--- src/rtl/blft_pkg.sv ---
// Shared types and defaults for the bilateral-filter input streamer.
package blft_pkg;
  typedef enum logic [1:0] {IDLE, STREAM, DRAIN, WAIT_FIN} state_t;

  localparam int IMG_W_DEF  = 256;
  localparam int IMG_H_DEF  = 256;
  localparam int ADDR_W_DEF = 16;
  localparam int DATA_W_DEF = 8;

  function automatic int n_pix(input int w, input int h);
    return w * h;
  endfunction
endpackage

--- src/rtl/blft_skid_buf.sv ---
// One-entry skid register between the pixel memory read port and the in_* output registers.
// Catches the read that lands while hold is high and replays it first on release.
module blft_skid_buf
  import blft_pkg::*;
#(
  parameter int ADDR_W = ADDR_W_DEF,
  parameter int DATA_W = DATA_W_DEF
) (
  input  logic              clk,
  input  logic              rst,
  input  logic              hold,
  input  logic              rd_vld,
  input  logic [ADDR_W-1:0] rd_addr,
  input  logic [DATA_W-1:0] rd_data,
  output logic              pres_vld,
  output logic [ADDR_W-1:0] pres_addr,
  output logic [DATA_W-1:0] pres_data
);
  logic              skid_vld;
  logic [ADDR_W-1:0] skid_addr;
  logic [DATA_W-1:0] skid_data;

  // The skid entry is always older than the live read data, so it goes first.
  assign pres_vld  = !hold && (skid_vld || rd_vld);
  assign pres_addr = skid_vld ? skid_addr : rd_addr;
  assign pres_data = skid_vld ? skid_data : rd_data;

  always_ff @(posedge clk) begin
    if (!rst) begin
      skid_vld  <= 1'b0;
      skid_addr <= '0;
      skid_data <= '0;
    end else if (hold) begin
      if (rd_vld && !skid_vld) begin
        skid_vld  <= 1'b1;
        skid_addr <= rd_addr;
        skid_data <= rd_data;
      end
    end else if (skid_vld) begin
      skid_vld <= rd_vld;
      if (rd_vld) begin
        skid_addr <= rd_addr;
        skid_data <= rd_data;
      end
    end
  end
endmodule

--- src/rtl/blft_img_streamer.sv ---
// Streams a raster image from a sync-read pixel memory into blft and counts its result beats.
// Optional pixel checksum on in_* beats when BLFT_STREAM_CKSUM_EN is defined.
module blft_img_streamer
  import blft_pkg::*;
#(
  parameter int IMG_W  = IMG_W_DEF,
  parameter int IMG_H  = IMG_H_DEF,
  parameter int ADDR_W = ADDR_W_DEF,
  parameter int DATA_W = DATA_W_DEF
) (
  input  logic              clk,
  input  logic              rst,
  input  logic              start,
  input  logic              hold,
  output logic              busy,
  output logic              done,
  output logic              mem_re,
  output logic [ADDR_W-1:0] mem_addr,
  input  logic [DATA_W-1:0] mem_rdata,
  output logic              in_valid,
  output logic [ADDR_W-1:0] in_addr,
  output logic [DATA_W-1:0] in_data,
  input  logic              out_valid,
  input  logic              finish,
  output logic [ADDR_W:0]   out_cnt,
  output logic [15:0]       cksum
);
  // One extra bit so a full 2^ADDR_W frame still terminates.
  localparam logic [ADDR_W:0] N_PIX = (ADDR_W+1)'(n_pix(IMG_W, IMG_H));
  localparam logic [ADDR_W:0] LAST  = N_PIX - (ADDR_W+1)'(1);

  state_t            state, state_nxt;
  logic [ADDR_W:0]   issue_cnt;
  logic              fin_lat, rd_vld, done_nxt;
  logic [ADDR_W-1:0] rd_addr;
  logic              pres_vld;
  logic [ADDR_W-1:0] pres_addr;
  logic [DATA_W-1:0] pres_data;
  logic              start_ok, last_issue, last_out, fin_seen;

  assign start_ok   = (state == IDLE) && start;
  assign mem_re     = (state == STREAM) && !hold;
  assign mem_addr   = issue_cnt[ADDR_W-1:0];
  assign last_issue = mem_re && (issue_cnt == LAST);
  assign last_out   = in_valid && ({1'b0, in_addr} == LAST);
  assign fin_seen   = fin_lat || finish;

  always_comb begin
    state_nxt = state;
    done_nxt  = 1'b0;
    case (state)
      IDLE:     if (start) state_nxt = STREAM;
      STREAM:   if (last_issue) state_nxt = DRAIN;
      DRAIN:    if (last_out) state_nxt = WAIT_FIN;
      WAIT_FIN: if (fin_seen) begin
        state_nxt = IDLE;
        done_nxt  = 1'b1;
      end
      default:  state_nxt = IDLE;
    endcase
  end

  always_ff @(posedge clk) begin
    if (!rst) begin
      state     <= IDLE;
      busy      <= 1'b0;
      done      <= 1'b0;
      issue_cnt <= '0;
      fin_lat   <= 1'b0;
      rd_vld    <= 1'b0;
      rd_addr   <= '0;
      out_cnt   <= '0;
    end else begin
      state  <= state_nxt;
      done   <= done_nxt;
      rd_vld <= mem_re;
      if (start_ok)      busy <= 1'b1;
      else if (done_nxt) busy <= 1'b0;
      if (mem_re) begin
        rd_addr   <= mem_addr;
        issue_cnt <= issue_cnt + 1'b1;
      end
      if (start_ok) begin
        issue_cnt <= '0;
        fin_lat   <= 1'b0;
        out_cnt   <= '0;
      end else begin
        if (busy && finish) fin_lat <= 1'b1;
        if (busy && out_valid && (out_cnt != N_PIX)) out_cnt <= out_cnt + 1'b1;
      end
    end
  end

  blft_skid_buf #(
    .ADDR_W(ADDR_W),
    .DATA_W(DATA_W)
  ) u_skid (
    .clk      (clk),
    .rst      (rst),
    .hold     (hold),
    .rd_vld   (rd_vld),
    .rd_addr  (rd_addr),
    .rd_data  (mem_rdata),
    .pres_vld (pres_vld),
    .pres_addr(pres_addr),
    .pres_data(pres_data)
  );

  always_ff @(posedge clk) begin
    if (!rst) begin
      in_valid <= 1'b0;
      in_addr  <= '0;
      in_data  <= '0;
    end else begin
      in_valid <= pres_vld;
      if (pres_vld) begin
        in_addr <= pres_addr;
        in_data <= pres_data;
      end
    end
  end

`ifdef BLFT_STREAM_CKSUM_EN
  always_ff @(posedge clk) begin
    if (!rst)          cksum <= '0;
    else if (start_ok) cksum <= '0;
    else if (in_valid) cksum <= cksum + 16'(in_data);
  end
`else
  assign cksum = '0;
`endif
endmodule

--- config.mk ---
export PLATFORM = sky130hd
export DESIGN_NAME = blft_img_streamer
export DESIGN_NICKNAME = d
export VERILOG_FILES = /design/src/rtl/blft_pkg.sv /design/src/rtl/blft_skid_buf.sv /design/src/rtl/blft_img_streamer.sv
export SDC_FILE = /design/constraint.sdc
export NUM_CORES = 1
export LEC_CHECK = 0
export CORE_MARGIN = 2
export CORE_UTILIZATION = 35
export DETAILED_ROUTE_END_ITERATION = 6
export HOLD_SLACK_MARGIN = 0.06
export PLACE_DENSITY = 0.66
export SYNTH_ARGS = -nofsm -noshare
export SYNTH_HDL_FRONTEND = slang
export SYNTH_HIERARCHICAL = 1
export SYNTH_SLANG_ARGS = --single-unit
--- constraint.sdc ---
create_clock -name clk -period 5.1 [get_ports clk]
set_input_delay 0.765 -clock clk [delete_from_list [all_inputs] [get_ports clk]]
set_output_delay 0.765 -clock clk [all_outputs]
set_load 0.05 [all_outputs]
# ---- After elaboration in Yosys (flattened, before gate mapping)
# Cells that the tools add are included.
dict set report totals {
  register_bits 106
  input_bits 14
  out_inout_bits 77
  wordCells 70
}
dict set report op_classes {
  bitwise_logic 1
  n_mux 22
  reduce_logical 20
  addsub 2
  eq_ne 11
}
# cell count
set op_table {}
lappend op_table {{two-way mux 16 bit} 5}
lappend op_table {{two-way mux 8 bit} 5}
lappend op_table {{adder 17 x 1 -> 17 bit, second input constant} 2}
lappend op_table {{equality test 17 x 16 -> 1 bit, second input constant} 1}
lappend op_table {{inequality test 17 bit, second input constant} 1}
lappend op_table {{equality test 16 bit, second input constant} 1}
lappend op_table {{logical AND 1 bit} 9}
lappend op_table {{two-way mux 2 bit} 4}
lappend op_table {{inequality test 2 bit, second input constant} 4}
lappend op_table {{one-hot mux 2 bit (4 select lines)} 1}
lappend op_table {{two-way mux 1 bit} 7}
lappend op_table {{nonzero test 2 bit} 3}
lappend op_table {{equality test 2 bit, second input constant} 2}
lappend op_table {{AND reduction 4 bit} 1}
lappend op_table {{AND reduction 3 bit} 1}
lappend op_table {{equality test 2 x 1 -> 1 bit, second input constant} 1}
lappend op_table {{logical NOT 1 bit} 2}
lappend op_table {{logical NOT 2 bit} 1}
lappend op_table {{logical OR 1 bit} 2}
lappend op_table {{inequality test 2 x 1 -> 1 bit, second input constant} 1}
lappend op_table {{OR reduction 2 bit} 1}
lappend op_table {{NOT 1 bit} 1}

# ---- Depth between registers and ports, before layout
# Gate-level depths: netlist of the first run.
dict set report depth {
  depth_word 5
  depth_mapped 8
  depth_no_buf 8
}

# ---- By module
# The synthesis of the first run kept the hierarchy.
# module cells_per_inst seq_area_each_um2 n_inst area_each_um2
set modules_own_cells {}
lappend modules_own_cells {blft_img_streamer 408 1621.6 1 3568.4}
lappend modules_own_cells {blft_skid_buf 139 500.5 1 1322.5}

# ---- Worst setup path after synthesis of the first run
# OpenSTA, ideal clock, no wires.
dict set report synth_path {
  path_kind {input-to-output}
  startpoint {input port hold}
  endpoint {output port mem_re}
  required_time_ns 4.335
  setup_slack_ns 2.647
  arrival_time_ns 1.688
  path_stages 3
  n_path_buf 1
  path_cell_list {nand2b_1 > inv_1 > clkbuf_1}
}
dict set report synth_between {
  elab_chain_len 2
}
# item line
set synth_rtl {}
lappend synth_rtl {{start, declared} blft_img_streamer.sv:14} ;# input logic hold,
lappend synth_rtl {{logical NOT 1 bit} blft_img_streamer.sv:42} ;# assign mem_re = (state == STREAM) && !hold;
lappend synth_rtl {{logical AND 1 bit} blft_img_streamer.sv:42}
lappend synth_rtl {{end, declared} blft_img_streamer.sv:17} ;# output logic mem_re,
# No other way between the ends.

# ---- Worst setup path in the final report of the first run
# Same ends and word-level chain as after synthesis.

==> results of run 1 <==
-- logic make-up (layout without fill, tap and decap cells) --
logic type	Yosys count	after routing	synth area share [%]
AOI/OAI and AO/OA	51	51	5.81
muxes	74	74	15.8
other	1	16	0.0767
xor gates and xnor gates	20	20	3.58
and+or+nand+nor	215	215	20.1
buffers and inverters	71	110	9.00
adders and majority gates	9	9	2.30
DFF	106	106	43.4
-- synthesized netlist by cell type (2+ instances only) --
master      n
mux2i_1    50
dfxtp_1   106
a21oi_1    30
ha_1        9
o31ai_1     2
and2_1      4
inv_1      12
xnor2_1     9
xor2_1     11
nor4_1      4
mux2_2     24
nand2b_1    3
nor3_1      4
a211oi_1    2
and4_1      4
buf_12      2
buf_4      32
o21ai_0    12
buf_2       5
nor2_1     53
or3_1       8
buf_6       2
or4_1       2
nor4b_1     2
nand3_1     9
nand2_1   101
nand4_1    13
clkbuf_1   17
-- worst max-delay path: cells and delay by family --
family / cells / cell delay (ps)
buffers and inverters: 4 / 1720
and+or+nand+nor: 1 / 240
-- area by class of cell --
type	instances	area, um2	share of cell area, %
repair buffers	81	788	13.4
clock buffers	10	239	4.06
clock inverters	6	66.3	1.13
inverters	13	48.8	0.830
well taps	180	225	3.83
flip-flops and latches	106	2120	36.1
multi-input cells	385	2390	40.7
-- how the worst max path moves through the flow --
| stage | from | endpoint | slack (ps) | cells after the start |
|---|---|---|---|---|
| after detailed placement | hold | mem_re | 1610 | 5 |
| after floorplan | hold | mem_re | 2650 | 3 |
| after global routing | hold | mem_re | 1520 | 5 |
| after global placement | hold | mem_re | 1630 | 5 |
| after CTS | hold | mem_re | 1610 | 5 |
| final | hold | mem_re | 1610 | 5 |
-- state kept, by name, summed over array words and instances, names as in the netlist, 2 cells and up --
signal,cells
in_data,8
u_skid/skid_addr,16
state,2
in_addr,16
rd_addr,16
u_skid/skid_data,8
issue_cnt,17
out_cnt,17
-- layer usage --
| layer | routed length (um) | part of all wire (%) | vias to the layer above | GRT usage [%] |
|---|---|---|---|---|
| met3 | 544 | 5.0 | 9 | 4.46 |
| li1 | - | - | 1898 | - |
| met4 | 106 | 0.97 | 0 | 4.74 |
| met5 | 0 | 0 | - | 0 |
| met2 | 5170 | 47 | 79 | 24.2 |
| met1 | 5080 | 47 | 1781 | 19.2 |
-- power by group --
part | total, mW | internal (mW) | switching, mW
Combinational | 0.310 | 0.101 | 0.208
Clock | 0.706 | 0.394 | 0.312
Sequential | 0.872 | 0.850 | 0.0220
Total | 1.89 | 1.35 | 0.543
==> impl_metrics.ini, run 1 <==
[outcome]
outcome = completed

[setup_path]
r2r_end = state[0]$_SDFFE_PN0P_
critical_path_arrival_ps = 2730
cpMostUsedCell = clkdlybuf4s50_1
worst_path_largest_cell_delay_ps = 800
crit_chain = clkdlybuf4s50_1, nand2b_1, buf_4, inv_1, clkdlybuf4s50_1
worstPathRequired_ps = 4340
cp_max_fo = 23
r2r_cells = 8
critPathKind = primary input to output port
cp_slowest_cell = clkdlybuf4s50_1
timing.rr.start = issue_cnt[5]$_SDFFE_PP0N_
rrSetupSlack_ps = 2780
critPathLaunchType = primary input
cp-end-kind = output port

[place]
place_area_mm2 = 0.00558
place_ws_ps = 1610
port_buffers = 74
place_hpwl_um = 7800
placed_cells = 765
finalWeightedCongestion = 0.819

[grt]
grt_use_total_pct = 15.0
grt_max_degree = 54
grt_overflow = 0
grt_pass1_wl_um = 17600
grt_pass1_vias = 3613
antenna_found_initial = 0

[clock_tree]
numCtsBuffers = 9
cts_tree = yes
cts_resized = 0
cts_max_level = 3
clk-insertion-delay-late_ps = 350
clkTransAtPathRegs_ps = 70
clk_path_buf_depth = 2
cts_root_buffer = clkbuf_16
holdBufCountCts = 0
cts.sinks = 106
postCtsSetupRepairBufs = 0

[sta]
drv_slew = 0
period_needed_ps = 3490
rsz0062_at_grt = no
worst_pin_slew_ps = 949
whs_ps = 458
max_freq_ghz = 0.286
skew_ps = 7.18
period_share_pct = 68.5
fin_tns_setup_ps = 0
timing.final.setup_violations = 0
slew_headroom_pct = 36.6
hold_violations = 0
setup_ws_ps = 1610

[cells_and_area]
layout.cells.most_common = dfxtp_1
fin_nets = 619
final_cell_mix = dfxtp_1 (106), nand2_1 (101), clkdlybuf4s50_1 (73)
fillerInstances = 1360
synthToLayoutAreaGrowth_pct = 20.3
n_antenna_cell = 0
final_layout_size_suffix_gt1_share_pct = 9.15
instances_no_fill = 781
fin_util_pct = 42.7
final_cell_area_mm2 = 0.00588

[logic_synthesis]
syn-instance-count = 547
ys_types = 43
synth_largest_area_cell = dfxtp_1
yosysTopAreaCellShare_pct = 43.4
syn_area_mm2 = 0.00489
syn-mean-instance-area_um2 = 8.94
synthArstFlopShare_pct = 0
synth_area_leaders = dfxtp_1 (43%), mux2i_1 (10%), nand2_1 (7.8%), mux2_2 (5.5%), buf_4 (4.9%)
ys_ff_latch = 106
ys.flop_type = dfxtp_1
synth_edf_count = 0
synth-seq-area-share_pct = 43.4
yosysWarnings = 6

[floorplanning]
dieWidth_um = 122
dieArea_mm2 = 0.0149
core_mm2 = 0.0138
io_pins = 91
rows = 43
start_util_pct = 35.5
die_h_um = 122

[min_path]
hold_depth = 2
hp-start = u_skid/skid_data[7]$_SDFFE_PN0P_
hold_path_end = u_skid/skid_data[7]$_SDFFE_PN0P_
holdCritPathClass = flop to flop

[drt]
viasPerCell = 4.82
drtIter0Drc = 213
ant_nets = 0
drt-wirelength-per-cell_um = 14.0
num_vias = 3767
wl_um = 10900
drt-pass1-iter-count = 4
route.detailed.drc = 0

[flow_run]
maxCapViolCount = 0

[power]
irDropWorstVdd_mv = 0.169
p_per_area_mw_per_mm2 = 321
finalPower_mw = 1.89
total_leakage_power_nw = 1.95
(Power assumes the default switching activity.)
==> run 2: changes to the inputs <==
--- a/config.mk
+++ b/config.mk
@@ -9,7 +9,7 @@
 export CORE_UTILIZATION = 35
 export DETAILED_ROUTE_END_ITERATION = 6
 export HOLD_SLACK_MARGIN = 0.06
-export PLACE_DENSITY = 0.66
+export PLACE_DENSITY = 0.68
 export SYNTH_ARGS = -nofsm -noshare
 export SYNTH_HDL_FRONTEND = slang
 export SYNTH_HIERARCHICAL = 1
==> constraint.sdc (replaced) <==
create_clock -name clk -period 3.2 [get_ports clk]
set_input_delay 0.48 -clock clk [delete_from_list [all_inputs] [get_ports clk]]
set_output_delay 0.48 -clock clk [all_outputs]
set_load 0.05 [all_outputs]
==> run 2 against run 1 <==
Against the previous run:
- sequential power increased by 59%
- via count increased by 1.1%
- total power increased by 58%
- sequential share of layout area about the same
- global-route usage decreased by 0.056 points
- final cell count unchanged
- largest cell class unchanged
- highest routed layer unchanged
==> impl_metrics.ini, run 2 (same netlist as run 1, synthesis figures left out) <==
[clock_tree]
cts_resized = 0
numCtsBuffers = 9
holdBufCountCts = 0
cts_tree = yes
cts_root_buffer = clkbuf_16
clk-insertion-delay-late_ps = 350
cts_max_level = 3
cts.sinks = 106
clkTransAtPathRegs_ps = 70
postCtsSetupRepairBufs = 0
clk_path_buf_depth = 2

[sta]
skew_ps = 5.71
period_needed_ps = 2680
fin_tns_setup_ps = 0
period_share_pct = 83.7
hold_violations = 0
slew_headroom_pct = 46.2
whs_ps = 459
max_freq_ghz = 0.373
drv_slew = 0
timing.final.setup_violations = 0
worst_pin_slew_ps = 805
rsz0062_at_grt = no

[power]
irDropWorstVdd_mv = 0.288
p_per_area_mw_per_mm2 = 507
total_leakage_power_nw = 1.96

[flow_run]
maxCapViolCount = 0

[setup_path]
timing.rr.start = issue_cnt[5]$_SDFFE_PP0N_
crit_chain = clkdlybuf4s50_1, nand2b_1, inv_1, buf_12
cp_num_buf_inv = 3
worst_path_largest_cell_delay_ps = 590
cp_slowest_cell = clkdlybuf4s50_1
cp_max_fo = 22
rrSetupSlack_ps = 800
cp-end-kind = output port
critical_path_arrival_ps = 2200
r2r_end = state[0]$_SDFFE_PN0P_
worstPathRequired_ps = 2720
critPathLaunchType = primary input
r2r_cells = 8
cp_top_family = buffers and inverters
critPathKind = primary input to output port

[grt]
grt_use_total_pct = 14.9
grt_overflow = 0
grt_max_degree = 36
antenna_found_initial = 0
grt_pass1_vias = 3511
grt_pass1_wl_um = 17500

[cells_and_area]
layout.cells.most_common = dfxtp_1
final_cell_mix = dfxtp_1 (106), nand2_1 (101), clkdlybuf4s50_1 (72)
final_layout_size_suffix_gt1_share_pct = 9.32
fin_util_pct = 42.8
synthToLayoutAreaGrowth_pct = 20.4
n_antenna_cell = 0
fin_nets = 619
reg_top3 = issue_cnt (17), out_cnt (17)

[drt]
drt-wirelength-per-cell_um = 13.9
wl_um = 10900
route.detailed.drc = 0
drt-pass1-iter-count = 4
viasPerCell = 4.87
num_vias = 3807
ant_nets = 0
drtIter0Drc = 135

[floorplanning]
dieWidth_um = 122
io_pins = 91
rows = 43
start_util_pct = 35.5
die_h_um = 122
dieArea_mm2 = 0.0149
core_mm2 = 0.0138

[place]
place_hpwl_um = 7800
finalWeightedCongestion = 0.804
port_buffers = 74

[min_path]
hold_path_end = u_skid/skid_addr[9]$_SDFFE_PN0P_
hold_depth = 2
hp-start = u_skid/skid_addr[9]$_SDFFE_PN0P_
holdCritPathClass = flop to flop

[outcome]
outcome = completed
run 2: cell count changes in the layout (fill, tap and decap cells not counted), sizes merged:
cell           before  now
clkbuf             10   13
clkinvlp            3    1
buf                 8    9
bufinv              1    0
clkdlybuf4s50      73   72
run 2: worst reg2reg max path: cells and delay by family, from the launching register on:
kind            cells  cell delay (ps)
fa+ha+maj           1              170
simple gates        5              930
flops               1              460
compound gates      2              740
run 2: how the worst max path moves through the flow:
| stage | start | endpoint | slack, ps | cells past startpoint |
|---|---|---|---|---|
| floorplan | out_cnt[2]$_SDFFE_PP0P_ | out_cnt[11]$_SDFFE_PP0P_ | 1150 | 5 |
| global placement | hold | mem_re | 590 | 4 |
| detailed placement | hold | mem_re | 530 | 4 |
| CTS | hold | mem_re | 530 | 4 |
| global route | hold | mem_re | 400 | 4 |
| finish | hold | mem_re | 520 | 4 |
run 2: report_power, final:
| group | leakage, nW | switching [mW] | internal [mW] |
|---|---|---|---|
| logic | 0.960 | 0.331 | 0.164 |
| registers | 0.855 | 0.0386 | 1.36 |
| clock network | 0.148 | 0.480 | 0.613 |
| total | 1.96 | 0.850 | 2.13 |
run 2: per-stage QoR:
step           cells  cell area, um2  power [mW]  worst slack (ps)
3_3_place_gp     765            5590        1.90               591
2_1_floorplan    562            4950        1.80              1150
6_report         781            5890        2.98               522
5_1_grt          781            5890        3.10               402
4_1_cts          781            5890        3.01               531
3_5_place_dp     765            5590        1.92               533
run 2: per-layer routing:
layer / part of all wire, % / global-route usage [%] / wire (um) / vias to the layer above
li1: - / - / - / 1907
met5: 0 / 0 / 0 / -
met4: 1.6 / 5.82 / 172 / 0
met3: 5.6 / 3.62 / 611 / 14
met2: 46 / 23.4 / 5010 / 85
met1: 47 / 19.8 / 5090 / 1801
run 2: layout make-up:
cell class	count	area, um2
clock inverter	3	21.3
tap	180	225
sequential	106	2120
fill	1349	7890
timing repair buffer	81	798
clock buffer	13	280
multi-input combinational	385	2390
inverter	13	48.8
==> variant 1, RTL diff (settings of run 2) <==
The package constant `ADDR_W_DEF` goes from 16 to 15.
--- a/src/rtl/blft_pkg.sv
+++ b/src/rtl/blft_pkg.sv
@@ -4,7 +4,7 @@
 
   localparam int IMG_W_DEF  = 256;
   localparam int IMG_H_DEF  = 256;
-  localparam int ADDR_W_DEF = 16;
+  localparam int ADDR_W_DEF = 15;
   localparam int DATA_W_DEF = 8;
 
   function automatic int n_pix(input int w, input int h);
Ports: changed (resized in_addr, mem_addr and out_cnt); port bits go from 91 to 88. The function was not compared with the original's and may differ.
==> variant 1 against run 2 <==
Design area down 6.3%; via count down 8.1%; sequential cell count down 5; hold slack worse by 2.7 ps; count of clock-buffer cells in the layout down 4; setup slack better by 320 ps; critical path depth up 2; area after synthesis down 7.4%; die area down 7.2%; register-to-register slack better by 310 ps; routed wire length down 7.6%.
Power is not compared: it rests on default switching activity, and its combinational part moved more than twofold at a synthesized area within 25%.
==> variant 1: results (changes against run 2) <==
stage,metric,value,unit,change
routing,wire_per_inst,13.68,um,-1.7%
cells_and_area,drive_gt1_share,9.431,%,+0.11 points
placement,io_buffers,71,,-4.1%
grt,grt_use_met1,17.53,%,-2.3 points
placement,place.gp.congestion,0.8454,,+5.2%
synth,synth-xor-area-share,3.675,%,+0.094 points
routing,drt_iter0_markers,126,,-6.7%
grt,grt_max_degree,52,,+44%
placement,placed_area,5202,um^2,-6.9%
status,status,"complete, no violations",,
cells_and_area,final_nets,574,,-7.3%
placement,place_ws,596.3,ps,+63.71 ps
routing,wl_met2,4722,um,-5.7%
timing,tightest_slew,612.6,ps,-192.0 ps
grt,grt_pass1_wl,16530,um,-5.8%
synth,syn_area_per_cell,8.931,um^2,-0.11%
synth,synth-compound-area-share,5.692,%,-0.11 points
grt,grt_usage,14.55,%,-0.38 points
setup_path,cpPeakStageDelay,520,ps,-70 ps
synth,synthMuxAreaShare,15.89,%,+0.13 points
routing,via_count,3498,,-8.1%
placement,placed_cells,718,,-6.1%
grt,grt_pass1_vias,3367,,-4.1%
placement,place_hpwl,6841,um,-12%
grt,grt_util_met3,5.233,%,+1.6 points
variant 1: cell count changes after synthesis, sizes merged, moves of 4 or more:
cell   delta
nand2     -7
ha        -6
nand4     -6
xor2      -6
dfxtp     -5
xnor2     +5
and4      -4
mux2i     -4
nor3      +4
nor4      +4
variant 1: final cells by class:
cell class | count | area [um^2]
Clock buffer | 9 | 225.2
Clock inverter | 7 | 88.84
Fill cell | 1262 | 7103
Inverter | 12 | 45.04
Multi-Input combinational cell | 354 | 2145
Sequential cell | 101 | 2022
Tap cell | 172 | 215.2
Timing Repair Buffer | 79 | 775.7
variant 1: final timing paths:
kind	start	endpoint	slack, ps	depth (start not counted)
max	hold	mem_re	840	6
min	u_skid/skid_addr[11]$_SDFFE_PN0P_	u_skid/skid_addr[11]$_SDFFE_PN0P_	460	2
max reg2reg	out_cnt[0]$_SDFFE_PP0P_	out_cnt[14]$_SDFFE_PP0P_	1110	5
min reg2reg	u_skid/skid_addr[11]$_SDFFE_PN0P_	u_skid/skid_addr[11]$_SDFFE_PN0P_	460	2
==> variant 2, RTL diff (flow settings as in run 2) <==
Without the edit above. Add an input register stage for `start`, `hold`, `mem_rdata`, `out_valid` and `finish`, with the module's reset; this delays them by one clock.
--- a/src/rtl/blft_img_streamer.sv
+++ b/src/rtl/blft_img_streamer.sv
@@ -29,6 +29,28 @@
   localparam logic [ADDR_W:0] N_PIX = (ADDR_W+1)'(n_pix(IMG_W, IMG_H));
   localparam logic [ADDR_W:0] LAST  = N_PIX - (ADDR_W+1)'(1);
 
+  logic start_q;
+  logic hold_q;
+  logic [DATA_W-1:0] mem_rdata_q;
+  logic out_valid_q;
+  logic finish_q;
+
+  always_ff @(posedge clk) begin
+    if (!rst) begin
+      start_q     <= '0;
+      hold_q      <= '0;
+      mem_rdata_q <= '0;
+      out_valid_q <= '0;
+      finish_q    <= '0;
+    end else begin
+      start_q     <= start;
+      hold_q      <= hold;
+      mem_rdata_q <= mem_rdata;
+      out_valid_q <= out_valid;
+      finish_q    <= finish;
+    end
+  end
+
   state_t            state, state_nxt;
   logic [ADDR_W:0]   issue_cnt;
   logic              fin_lat, rd_vld, done_nxt;
@@ -38,18 +60,18 @@
   logic [DATA_W-1:0] pres_data;
   logic              start_ok, last_issue, last_out, fin_seen;
 
-  assign start_ok   = (state == IDLE) && start;
-  assign mem_re     = (state == STREAM) && !hold;
+  assign start_ok   = (state == IDLE) && start_q;
+  assign mem_re     = (state == STREAM) && !hold_q;
   assign mem_addr   = issue_cnt[ADDR_W-1:0];
   assign last_issue = mem_re && (issue_cnt == LAST);
   assign last_out   = in_valid && ({1'b0, in_addr} == LAST);
-  assign fin_seen   = fin_lat || finish;
+  assign fin_seen   = fin_lat || finish_q;
 
   always_comb begin
     state_nxt = state;
     done_nxt  = 1'b0;
     case (state)
-      IDLE:     if (start) state_nxt = STREAM;
+      IDLE:     if (start_q) state_nxt = STREAM;
       STREAM:   if (last_issue) state_nxt = DRAIN;
       DRAIN:    if (last_out) state_nxt = WAIT_FIN;
       WAIT_FIN: if (fin_seen) begin
@@ -85,8 +107,8 @@
         fin_lat   <= 1'b0;
         out_cnt   <= '0;
       end else begin
-        if (busy && finish) fin_lat <= 1'b1;
-        if (busy && out_valid && (out_cnt != N_PIX)) out_cnt <= out_cnt + 1'b1;
+        if (busy && finish_q) fin_lat <= 1'b1;
+        if (busy && out_valid_q && (out_cnt != N_PIX)) out_cnt <= out_cnt + 1'b1;
       end
     end
   end
@@ -97,10 +119,10 @@
   ) u_skid (
     .clk      (clk),
     .rst      (rst),
-    .hold     (hold),
+    .hold     (hold_q),
     .rd_vld   (rd_vld),
     .rd_addr  (rd_addr),
-    .rd_data  (mem_rdata),
+    .rd_data  (mem_rdata_q),
     .pres_vld (pres_vld),
     .pres_addr(pres_addr),
     .pres_data(pres_data)
Check against the original RTL: not equivalent (Yosys sat finds a counterexample within 4 cycles, from zero or initial values and one cycle with rst low).
==> variant 2 against run 2 <==
Hold slack got worse by 24 ps; setup slack improved by 320 ps; area after synthesis is 7.1% higher; critical path depth up 4; total power increased by 29%; sequential cell count rose by 12; design area grew 9.6%; routed wire length rose by 6.7%; die area is 6.9% higher.
==> variant 2: results (changes against run 2) <==
stage,metric,value,unit,change
routing,via_count,4009,,+5.3%
grt,grt_pass1_vias,3763,,+7.2%
cells_and_area,nFillCells,1362,,+0.96%
routing,wire_per_inst,14.10,um,+1.2%
grt,grt_max_degree,65,,+81%
grt,grt_usage,14.67,%,-0.27 points
clocking,insertion_delay,410,ps,+60 ps
cells_and_area,drive_gt1_share,10.17,%,+0.85 points
clocking,cts_buffers,17,,+8
synth,synth_cell_type_count,47,,+9.3%
min_path,holdPathStages,3,,+1
grt,met2_usage,24.60,%,+1.2 points
pwr,peakVddDrop,0.4126,mV,+43%
status,status,"complete, no violations",,
grt,grt_util_met3,4.682,%,+1.1 points
min_path,whs_endpoint,rd_addr[14]$_SDFFE_PN0N_,,
synth,synth_common_cells,"dfxtp_1 (118), nand2_1 (100), nor2_1 (53)",,
cells_and_area,final_nets,651,,+5.2%
setup_path,cp_slowest_cell,dfxtp_1,,
synth,synth.area.top_cells,"dfxtp_1 (45%), mux2i_1 (9.6%), nand2_1 (7.2%), mux2_2 (5.2%), buf_4 (4.6%)",,
placement,place.gp.congestion,0.8594,,+6.9%
setup_path,path_delay_family,simple AND/OR/NAND/NOR gates,,
min_path,holdCritStartpoint,rst,,
grt,grt_pass1_wl,18530,um,+5.7%
routing,wl_met3,517,um,-15%
routing,wl_met1,5191,um,+2.1%
synth,ys_seq_area_share,45.10,%,+1.7 points
==> variant 2: cell types whose count changed after synthesis, sizes merged, moves of 2 or more <==
| cell | before | now |
|---|---|---|
| and3 | 0 | 4 |
| clkbuf | 17 | 19 |
| buf | 41 | 43 |
| nand4 | 13 | 9 |
| and2 | 4 | 15 |
| a21oi | 30 | 32 |
| nand3 | 10 | 13 |
| xor2 | 11 | 13 |
| inv | 12 | 10 |
| xnor2 | 9 | 6 |
| dfxtp | 106 | 118 |
==> variant 2: kinds of logic (layout without fill, tap and decap cells) <==
logic type      after synthesis  count (layout)  synth area share (%)
mux                          74              74                 14.72
buf+inv                      74             122                 8.791
compound gates               55              55                 5.925
simple gates                226             226                 20.07
other cells                   1              16               0.07160
xor+xnor                     19              19                 3.177
fa+ha+maj                     9               9                 2.150
flops                       118             118                 45.10
==> variant 2: power by group <==
group,internal [mW],switching (mW)
Combinational,0.176,0.372
Clock,1.14,0.613
Sequential,1.52,0.0423
==> variant 2: metrics by stage <==
step	total power [mW]	hold WS (ps)	setup slack, ps	cells	cell area (um^2)
after floorplan	2.021	431.3	1043	591	5294
after global placement	2.117	438.7	995.4	793	5911
after detailed placement	2.138	448.5	850.9	793	5911
after CTS	3.897	427.7	822.1	823	6455
after global routing	4.022	453.1	600.0	823	6455
final	3.855	435.1	840.6	823	6455
==> variant 2: cell type report <==
type | instances | area [um^2] | share of cell area, %
Clock buffer | 26 | 499.2 | 7.734
Timing Repair Buffer | 81 | 798.3 | 12.37
Multi-Input combinational cell | 399 | 2479 | 38.40
Sequential cell | 118 | 2362 | 36.60
Inverter | 11 | 41.29 | 0.6397
Clock inverter | 4 | 45.04 | 0.6978
Tap cell | 184 | 230.2 | 3.567
